`src/rtl/pc_fetch_if.sv`:
```
// Fetch-unit bus bundle: instruction-memory request/response, redirect from
// execute, and the decoded-instruction output register.
//
// Handshake rules:
//   imem: a request is live while imem_req=1; imem_ack in the same cycle
//         delivers imem_rdata for imem_addr. imem_ack is meaningless while
//         imem_req=0, and imem_addr is held until the ack arrives.
//   inst: strict valid/ready. inst_out/inst_pc/inst_pc4 are stable while
//         inst_valid=1 and inst_ready=0; a transfer happens on an edge
//         where both are 1.
// The misalign line exists only when FETCH_MISALIGN_TRAP_EN is defined.
interface pc_fetch_if;
    logic        imem_req;
    logic [31:0] imem_addr;
    logic        imem_ack;
    logic [31:0] imem_rdata;
    logic        redirect;
    logic [31:0] redirect_target;
    logic        inst_valid;
    logic        inst_ready;
    logic [31:0] inst_out;
    logic [31:0] inst_pc;
    logic [31:0] inst_pc4;
`ifdef FETCH_MISALIGN_TRAP_EN
    logic        misalign;
`endif

    // Fetch unit side
    modport master (
        output imem_req, imem_addr,
        input  imem_ack, imem_rdata,
        input  redirect, redirect_target,
        output inst_valid, inst_out, inst_pc, inst_pc4,
`ifdef FETCH_MISALIGN_TRAP_EN
        output misalign,
`endif
        input  inst_ready
    );

    // Memory / execute / decode side
    modport slave (
        input  imem_req, imem_addr,
        output imem_ack, imem_rdata,
        output redirect, redirect_target,
        input  inst_valid, inst_out, inst_pc, inst_pc4,
`ifdef FETCH_MISALIGN_TRAP_EN
        input  misalign,
`endif
        output inst_ready
    );
endinterface

```
`src/rtl/pc_fetch_unit.sv`:
```
// PC fetch unit: issues word fetches at the internal pc, captures the
// returned word into a one-entry output register and follows redirects.
// A redirect that arrives while a fetch is outstanding parks in DROP until
// the stale response returns, then resumes at the (last) redirect target.
// Optional: FETCH_MISALIGN_TRAP_EN adds a TRAP state and the misalign output
// for redirect targets that are not word aligned; without it the low two
// target bits are forced to zero.
module pc_fetch_unit #(
    parameter logic [31:0] RESET_PC  = 32'h0000_0000,
    parameter logic [31:0] NOP_INSTR = 32'h0000_0013
) (
    input  logic             clk,
    input  logic             reset,
    pc_fetch_if.master       bus,
    output logic [1:0]       dbg_state
);

    typedef enum logic [1:0] {
        ST_REQ  = 2'd0,
        ST_DROP = 2'd1
`ifdef FETCH_MISALIGN_TRAP_EN
        ,
        ST_TRAP = 2'd2
`endif
    } state_t;

    state_t      state;
    logic [31:0] pc;
    logic [31:0] pend_pc;
    logic        inst_valid;
    logic [31:0] inst_out;
    logic [31:0] inst_pc;
    logic        req_c;
    logic [31:0] tgt;
    logic [31:0] pc_next;

`ifdef FETCH_MISALIGN_TRAP_EN
    logic misalign_q;
    logic tgt_bad;
    assign tgt     = bus.redirect_target;
    assign tgt_bad = |bus.redirect_target[1:0];
`else
    logic unused_tgt_lsb;
    assign tgt            = {bus.redirect_target[31:2], 2'b00};
    assign unused_tgt_lsb = ^bus.redirect_target[1:0];
`endif

    // Sequential next pc; 32-bit add wraps naturally at the top of memory.
    assign pc_next = pc + 32'd4;

    // Request whenever the output register can take a word, or while a
    // stale fetch must be drained; never during reset or trap.
    always_comb begin
        req_c = 1'b0;
        if (!reset) begin
            case (state)
                ST_REQ:  req_c = !inst_valid || bus.inst_ready;
                ST_DROP: req_c = 1'b1;
                default: req_c = 1'b0;
            endcase
        end
    end

    // Fetch FSM with the output register; redirect dominates ack and ready.
    always_ff @(posedge clk) begin
        if (reset) begin
            state      <= ST_REQ;
            pc         <= RESET_PC;
            pend_pc    <= RESET_PC;
            inst_valid <= 1'b0;
            inst_out   <= NOP_INSTR;
            inst_pc    <= 32'h0000_0000;
`ifdef FETCH_MISALIGN_TRAP_EN
            misalign_q <= 1'b0;
`endif
        end else begin
            case (state)
                ST_REQ: begin
                    if (bus.redirect) begin
                        inst_valid <= 1'b0;
`ifdef FETCH_MISALIGN_TRAP_EN
                        if (tgt_bad) begin
                            state      <= ST_TRAP;
                            misalign_q <= 1'b1;
                        end else
`endif
                        if (req_c && !bus.imem_ack) begin
                            // Outstanding fetch: keep its address until it returns.
                            state   <= ST_DROP;
                            pend_pc <= tgt;
                        end else begin
                            pc <= tgt;
                        end
                    end else if (req_c && bus.imem_ack) begin
                        inst_out   <= bus.imem_rdata;
                        inst_pc    <= pc;
                        inst_valid <= 1'b1;
                        pc         <= pc_next;
                    end else if (inst_valid && bus.inst_ready) begin
                        inst_valid <= 1'b0;
                    end
                end
                ST_DROP: begin
                    if (bus.redirect) begin
`ifdef FETCH_MISALIGN_TRAP_EN
                        if (tgt_bad) begin
                            state      <= ST_TRAP;
                            misalign_q <= 1'b1;
                        end else
`endif
                        if (bus.imem_ack) begin
                            pc    <= tgt;
                            state <= ST_REQ;
                        end else begin
                            pend_pc <= tgt;
                        end
                    end else if (bus.imem_ack) begin
                        pc    <= pend_pc;
                        state <= ST_REQ;
                    end
                end
`ifdef FETCH_MISALIGN_TRAP_EN
                ST_TRAP: begin
                    if (bus.redirect && !tgt_bad) begin
                        pc         <= tgt;
                        misalign_q <= 1'b0;
                        state      <= ST_REQ;
                    end
                end
`endif
                default: state <= ST_REQ;
            endcase
        end
    end

    assign bus.imem_req   = req_c;
    assign bus.imem_addr  = pc;
    assign bus.inst_valid = inst_valid;
    assign bus.inst_out   = inst_out;
    assign bus.inst_pc    = inst_pc;
    assign bus.inst_pc4   = inst_pc + 32'd4;
`ifdef FETCH_MISALIGN_TRAP_EN
    assign bus.misalign   = misalign_q;
`endif
    assign dbg_state      = state;

endmodule

```
`src/flat_wrapper.sv`:
```
// flat-port wrapper written by rule: the top's interface ports become plain ports
module pc_fetch_unit_flat 
#(
    parameter logic [31:0] RESET_PC  = 32'h0000_0000,
    parameter logic [31:0] NOP_INSTR = 32'h0000_0013
)
  (clk, reset, dbg_state, bus_imem_req, bus_imem_addr, bus_imem_ack, bus_imem_rdata, bus_redirect, bus_redirect_target, bus_inst_valid, bus_inst_out, bus_inst_pc, bus_inst_pc4, bus_inst_ready);
  pc_fetch_if bus_i ();
  input  logic clk;
  input  logic reset;
  output logic [1:0] dbg_state;
  output wire logic [$bits(bus_i.imem_req)-1:0] bus_imem_req;
  output wire logic [$bits(bus_i.imem_addr)-1:0] bus_imem_addr;
  input wire logic [$bits(bus_i.imem_ack)-1:0] bus_imem_ack;
  input wire logic [$bits(bus_i.imem_rdata)-1:0] bus_imem_rdata;
  input wire logic [$bits(bus_i.redirect)-1:0] bus_redirect;
  input wire logic [$bits(bus_i.redirect_target)-1:0] bus_redirect_target;
  output wire logic [$bits(bus_i.inst_valid)-1:0] bus_inst_valid;
  output wire logic [$bits(bus_i.inst_out)-1:0] bus_inst_out;
  output wire logic [$bits(bus_i.inst_pc)-1:0] bus_inst_pc;
  output wire logic [$bits(bus_i.inst_pc4)-1:0] bus_inst_pc4;
  input wire logic [$bits(bus_i.inst_ready)-1:0] bus_inst_ready;
  assign bus_imem_req = bus_i.imem_req;
  assign bus_imem_addr = bus_i.imem_addr;
  assign bus_i.imem_ack = bus_imem_ack;
  assign bus_i.imem_rdata = bus_imem_rdata;
  assign bus_i.redirect = bus_redirect;
  assign bus_i.redirect_target = bus_redirect_target;
  assign bus_inst_valid = bus_i.inst_valid;
  assign bus_inst_out = bus_i.inst_out;
  assign bus_inst_pc = bus_i.inst_pc;
  assign bus_inst_pc4 = bus_i.inst_pc4;
  assign bus_i.inst_ready = bus_inst_ready;
  pc_fetch_unit #(.RESET_PC(RESET_PC), .NOP_INSTR(NOP_INSTR)) u_core (.clk(clk), .reset(reset), .bus(bus_i), .dbg_state(dbg_state));
endmodule
```
`config.mk`:
```
export PLATFORM = sky130hd
export DESIGN_NAME = pc_fetch_unit_flat
export DESIGN_NICKNAME = d
export VERILOG_FILES = /design/src/rtl/pc_fetch_if.sv /design/src/rtl/pc_fetch_unit.sv /design/src/flat_wrapper.sv
export SDC_FILE = /design/constraint.sdc
export NUM_CORES = 1
export LEC_CHECK = 0
export CAP_MARGIN = 25
export CELL_PAD_IN_SITES_DETAIL_PLACEMENT = 1
export CELL_PAD_IN_SITES_GLOBAL_PLACEMENT = 1
export CORE_UTILIZATION = 29
export DETAILED_ROUTE_END_ITERATION = 8
export PLACE_DENSITY = 0.73
export SYNTH_ARGS = -nofsm -noshare
export SYNTH_HDL_FRONTEND = slang
export SYNTH_SLANG_ARGS = --single-unit
```
`constraint.sdc`:
```
create_clock -name clk -period 2.1 [get_ports clk]
set_input_delay 0.42 -clock clk [delete_from_list [all_inputs] [get_ports clk]]
set_output_delay 0.42 -clock clk [all_outputs]
set_load 0.05 [all_outputs]
```
==> impl_metrics.json <==
{
  "status": "complete, but fails checks",
  "violations": "negative setup slack",
  "synth_simple_gate_area_share_pct": 28.8,
  "final_nets": 1171,
  "dr.pass1.iters": 4,
  "max_freq_mhz": 380,
  "drive_above_1_share_pct": 28.6,
  "drc": 0,
  "seqPwrFrac_pct": 35.9,
  "relSlewSlack_pct": 58.9,
  "antenna_left": 0,
  "hold_viol": 0,
  "h-tree-depth": 4,
  "setup_viol": 25,
  "coreArea_um2": 20400,
  "cts_tree": "built",
  "start_util_pct": 29.9,
  "p_leak_uw": 0.00432,
  "drt_iter0_drc": 322,
  "dieArea_um2": 21700,
  "critPathArrivalTime_ps": 2210,
  "period_share_pct": 125,
  "synthToLayoutAreaGrowth_pct": 76.0,
  "synth_edf_count": 0,
  "overflow": 0,
  "die_w_um": 147,
  "critPathSlowestCell": "nor4_4",
  "max-cap-violations": 0,
  "ys_dominant_reg_cell": "dfxtp_1",
  "rsz0062_at_grt": "yes",
  "die_h_um": 147,
  "grt_usage_pct": 23.8,
  "synth_top_family_by_area": "simple AND/OR/NAND/NOR gates",
  "fillers": 2343,
  "combPwrFrac_pct": 18.0,
  "switching_share_pct": 28.7,
  "synthArstFlopShare_pct": 0,
  "gp_congestion": 0.791,
  "yosysTopAreaCellShare_pct": 40.6,
  "final-seq-area_um2": 2590,
  "p_switching_uw": 2010,
  "pre_cts_ws_ps": -244,
  "synthTopCellsByArea": "dfxtp_1 (41%), nand2_1 (15%), a21oi_1 (9.7%)",
  "irDropWorstVdd_mv": 0.598,
  "ys_seq_elements": 124,
  "cts.sinks": 124,
  "postSynthCellCount": 829,
  "syn_area_per_cell_um2": 7.38,
  "vias_per_cell": 5.06,
  "power_density_nw_per_um2": 652,
  "clock_power_share_pct": 46.0,
  "start_kind": "flip-flop",
  "worstHoldPathType": "flip-flop to flip-flop",
  "diodes": 0,
  "routed_wl_mm": 25.7,
  "crit_required_ps": 1680,
  "multi_input_area_um2": 4010,
  "grt_pass1_wl_mm": 40.2,
  "p_int_uw": 5000,
  "period_minus_slack_ps": 2630,
  "ys_warn_count": 0,
  "yosysUniqueCellTypes": 56,
  "setup_tns_ps": -6820,
  "tightest_slew_ps": 616,
  "synthAdderAreaFrac_pct": 0.409,
  "slowest_delay_ps": 360,
  "ctsLongestPathBuffers": 2,
  "grt_pass1_vias": 7278,
  "hold_buffers": 0,
  "totalPowerFinal_uw": 7020,
  "worstSetupEndpointType": "output pin",
  "cts_buffers": 17,
  "wl_per_cell_um": 18.6,
  "synth_xor_area_share_pct": 4.01,
  "yosysSeqAreaShare_pct": 40.6,
  "fin_ws_ps": -529,
  "clock_latency_ps": 430,
  "clockRootBuffer": "clkbuf_16",
  "grt_max_degree": 121,
  "path_max_fanout": 2,
  "vias": 7002,
  "io_buffers": 191,
  "netlist_area_um2": 6120,
  "crit_chain": "nand4_1, nor4_4, and4_4, buf_6, nand3_2, xnor2_4, buf_12",
  "antenna_found_initial": 0,
  "synth_mux_area_share_pct": 2.37,
  "dp_cells": 1331,
  "drv_slew": 0,
  "synth_compound_area_share_pct": 18.2,
  "fin_cells": 1383,
  "pin_count": 201,
  "dp.final_hpwl_mm": 17.9,
  "path_clk_slew_ps": 60,
  "fin_skew_ps": 9.91,
  "synth_top_cell_by_area": "dfxtp_1",
  "worstSetupPathType": "flip-flop to output pin",
  "rows": 52
}
[area by class of cell]
| type | instances | area share (%) |
|---|---|---|
| repair buffers | 314 | 29.1 |
| well taps | 270 | 3.14 |
| clock buffers | 19 | 4.31 |
| inverters | 13 | 0.453 |
| multi-input cells | 630 | 37.3 |
| clock inverters | 13 | 1.71 |
| flip-flops and latches | 124 | 24.0 |
[cells in the final DEF (no fill, tap or decap), types with 6 or more instances in the layout]
cell | synthesis | final
a21oi_1 | 119 | 119
a31oi_1 | 10 | 10
and3_1 | 9 | 6
buf_12 | 0 | 34
buf_4 | 7 | 129
buf_6 | 0 | 10
clkbuf_16 | 0 | 18
clkdlybuf4s50_1 | 0 | 102
conb_1 | 1 | 7
dfxtp_1 | 124 | 87
dfxtp_2 | 0 | 14
dfxtp_4 | 0 | 23
dlygate4sd2_1 | 0 | 36
inv_1 | 13 | 13
mux2i_1 | 12 | 12
nand2_1 | 244 | 237
nand2_4 | 0 | 6
nand3_1 | 23 | 13
nand3_2 | 1 | 6
nand3_4 | 1 | 6
nand4_1 | 22 | 22
nor2_1 | 28 | 23
nor3_1 | 10 | 10
nor4_1 | 8 | 7
o21ai_0 | 35 | 35
xnor2_4 | 0 | 20
[path summary, 6_finish.rpt]
check | depth (start not counted) | slack [ps] | end | start
worst max-delay path | 7 | -530 | bus_inst_pc4[30] | u_core.bus.inst_pc[13]
worst min-delay path | 2 | 450 | u_core.bus.inst_out[27] | u_core.bus.inst_out[27]
worst max register to register | 7 | 110 | u_core.bus.imem_addr[22] | u_core.bus.imem_addr[2]
worst min register to register | 2 | 450 | u_core.bus.inst_out[27] | u_core.bus.inst_out[27]
[cell usage after synthesis (10+ instances only)]
library cell	instances
a21oi_1	119
a31oi_1	10
buf_1	10
clkbuf_1	45
dfxtp_1	124
inv_1	13
mux2i_1	12
nand2_1	244
nand3_1	23
nand4_1	22
nor2_1	28
nor3_1	10
o21ai_0	35
xnor2_1	25
[cells by family (layout without fill, tap and decap cells)]
logic type,after synthesis,count (layout)
simple gates,382,382
compound gates,197,197
flops,124,124
buf+inv,81,359
xor+xnor,28,28
mux,14,14
fa+ha+maj,2,2
other cells,1,7
[metal layers]
metal	routed length (um)	global-route usage (%)
met1	11400	30.6
met2	12700	40.0
met3	1130	4.81
met4	470	6.70
met5	0	0
[repair_timing]
item | 4_1_cts | 5_1_grt
setup endpoints to repair | 61 | 30
setup buffers | 14 | 6
gates resized for setup | 92 | 16
pin swaps | 32 | 21
[sequential cells by signal (all words and copies together), names as in the netlist]
signal / count
u_core.bus.imem_addr: 30
u_core.bus.inst_out: 32
u_core.bus.inst_pc: 30
u_core.bus.inst_valid: 1
u_core.dbg_state: 1
u_core.pend_pc: 30
[metrics by stage]
stage | util [%] | hold slack [ps] | instance area (um2)
2_1_floorplan | - | 431 | 6610
3_3_place_gp | 47.2 | 439 | 9640
3_5_place_dp | 47.2 | 447 | 9640
4_1_cts | 52.0 | 455 | 10600
5_1_grt | 52.7 | 469 | 10800
6_report | 52.7 | 454 | 10800
[worst max-delay path, delay by kind of cell (launching register included)]
family	cells	cell delay, ps
xor gates and xnor gates	1	200
buffers and inverters	2	270
DFF	1	340
and+or+nand+nor	4	980
[power by group through the flow]
stage	combinational (uW)	sequential [uW]	clock, uW
global route	1340	2530	3390
detailed placement	1260	2570	0
finish	1270	2520	3230
global placement	1240	2560	0
CTS	1260	2520	3270
floorplan	426	2820	0
Note: power is estimated with default switching activity, not from simulation.
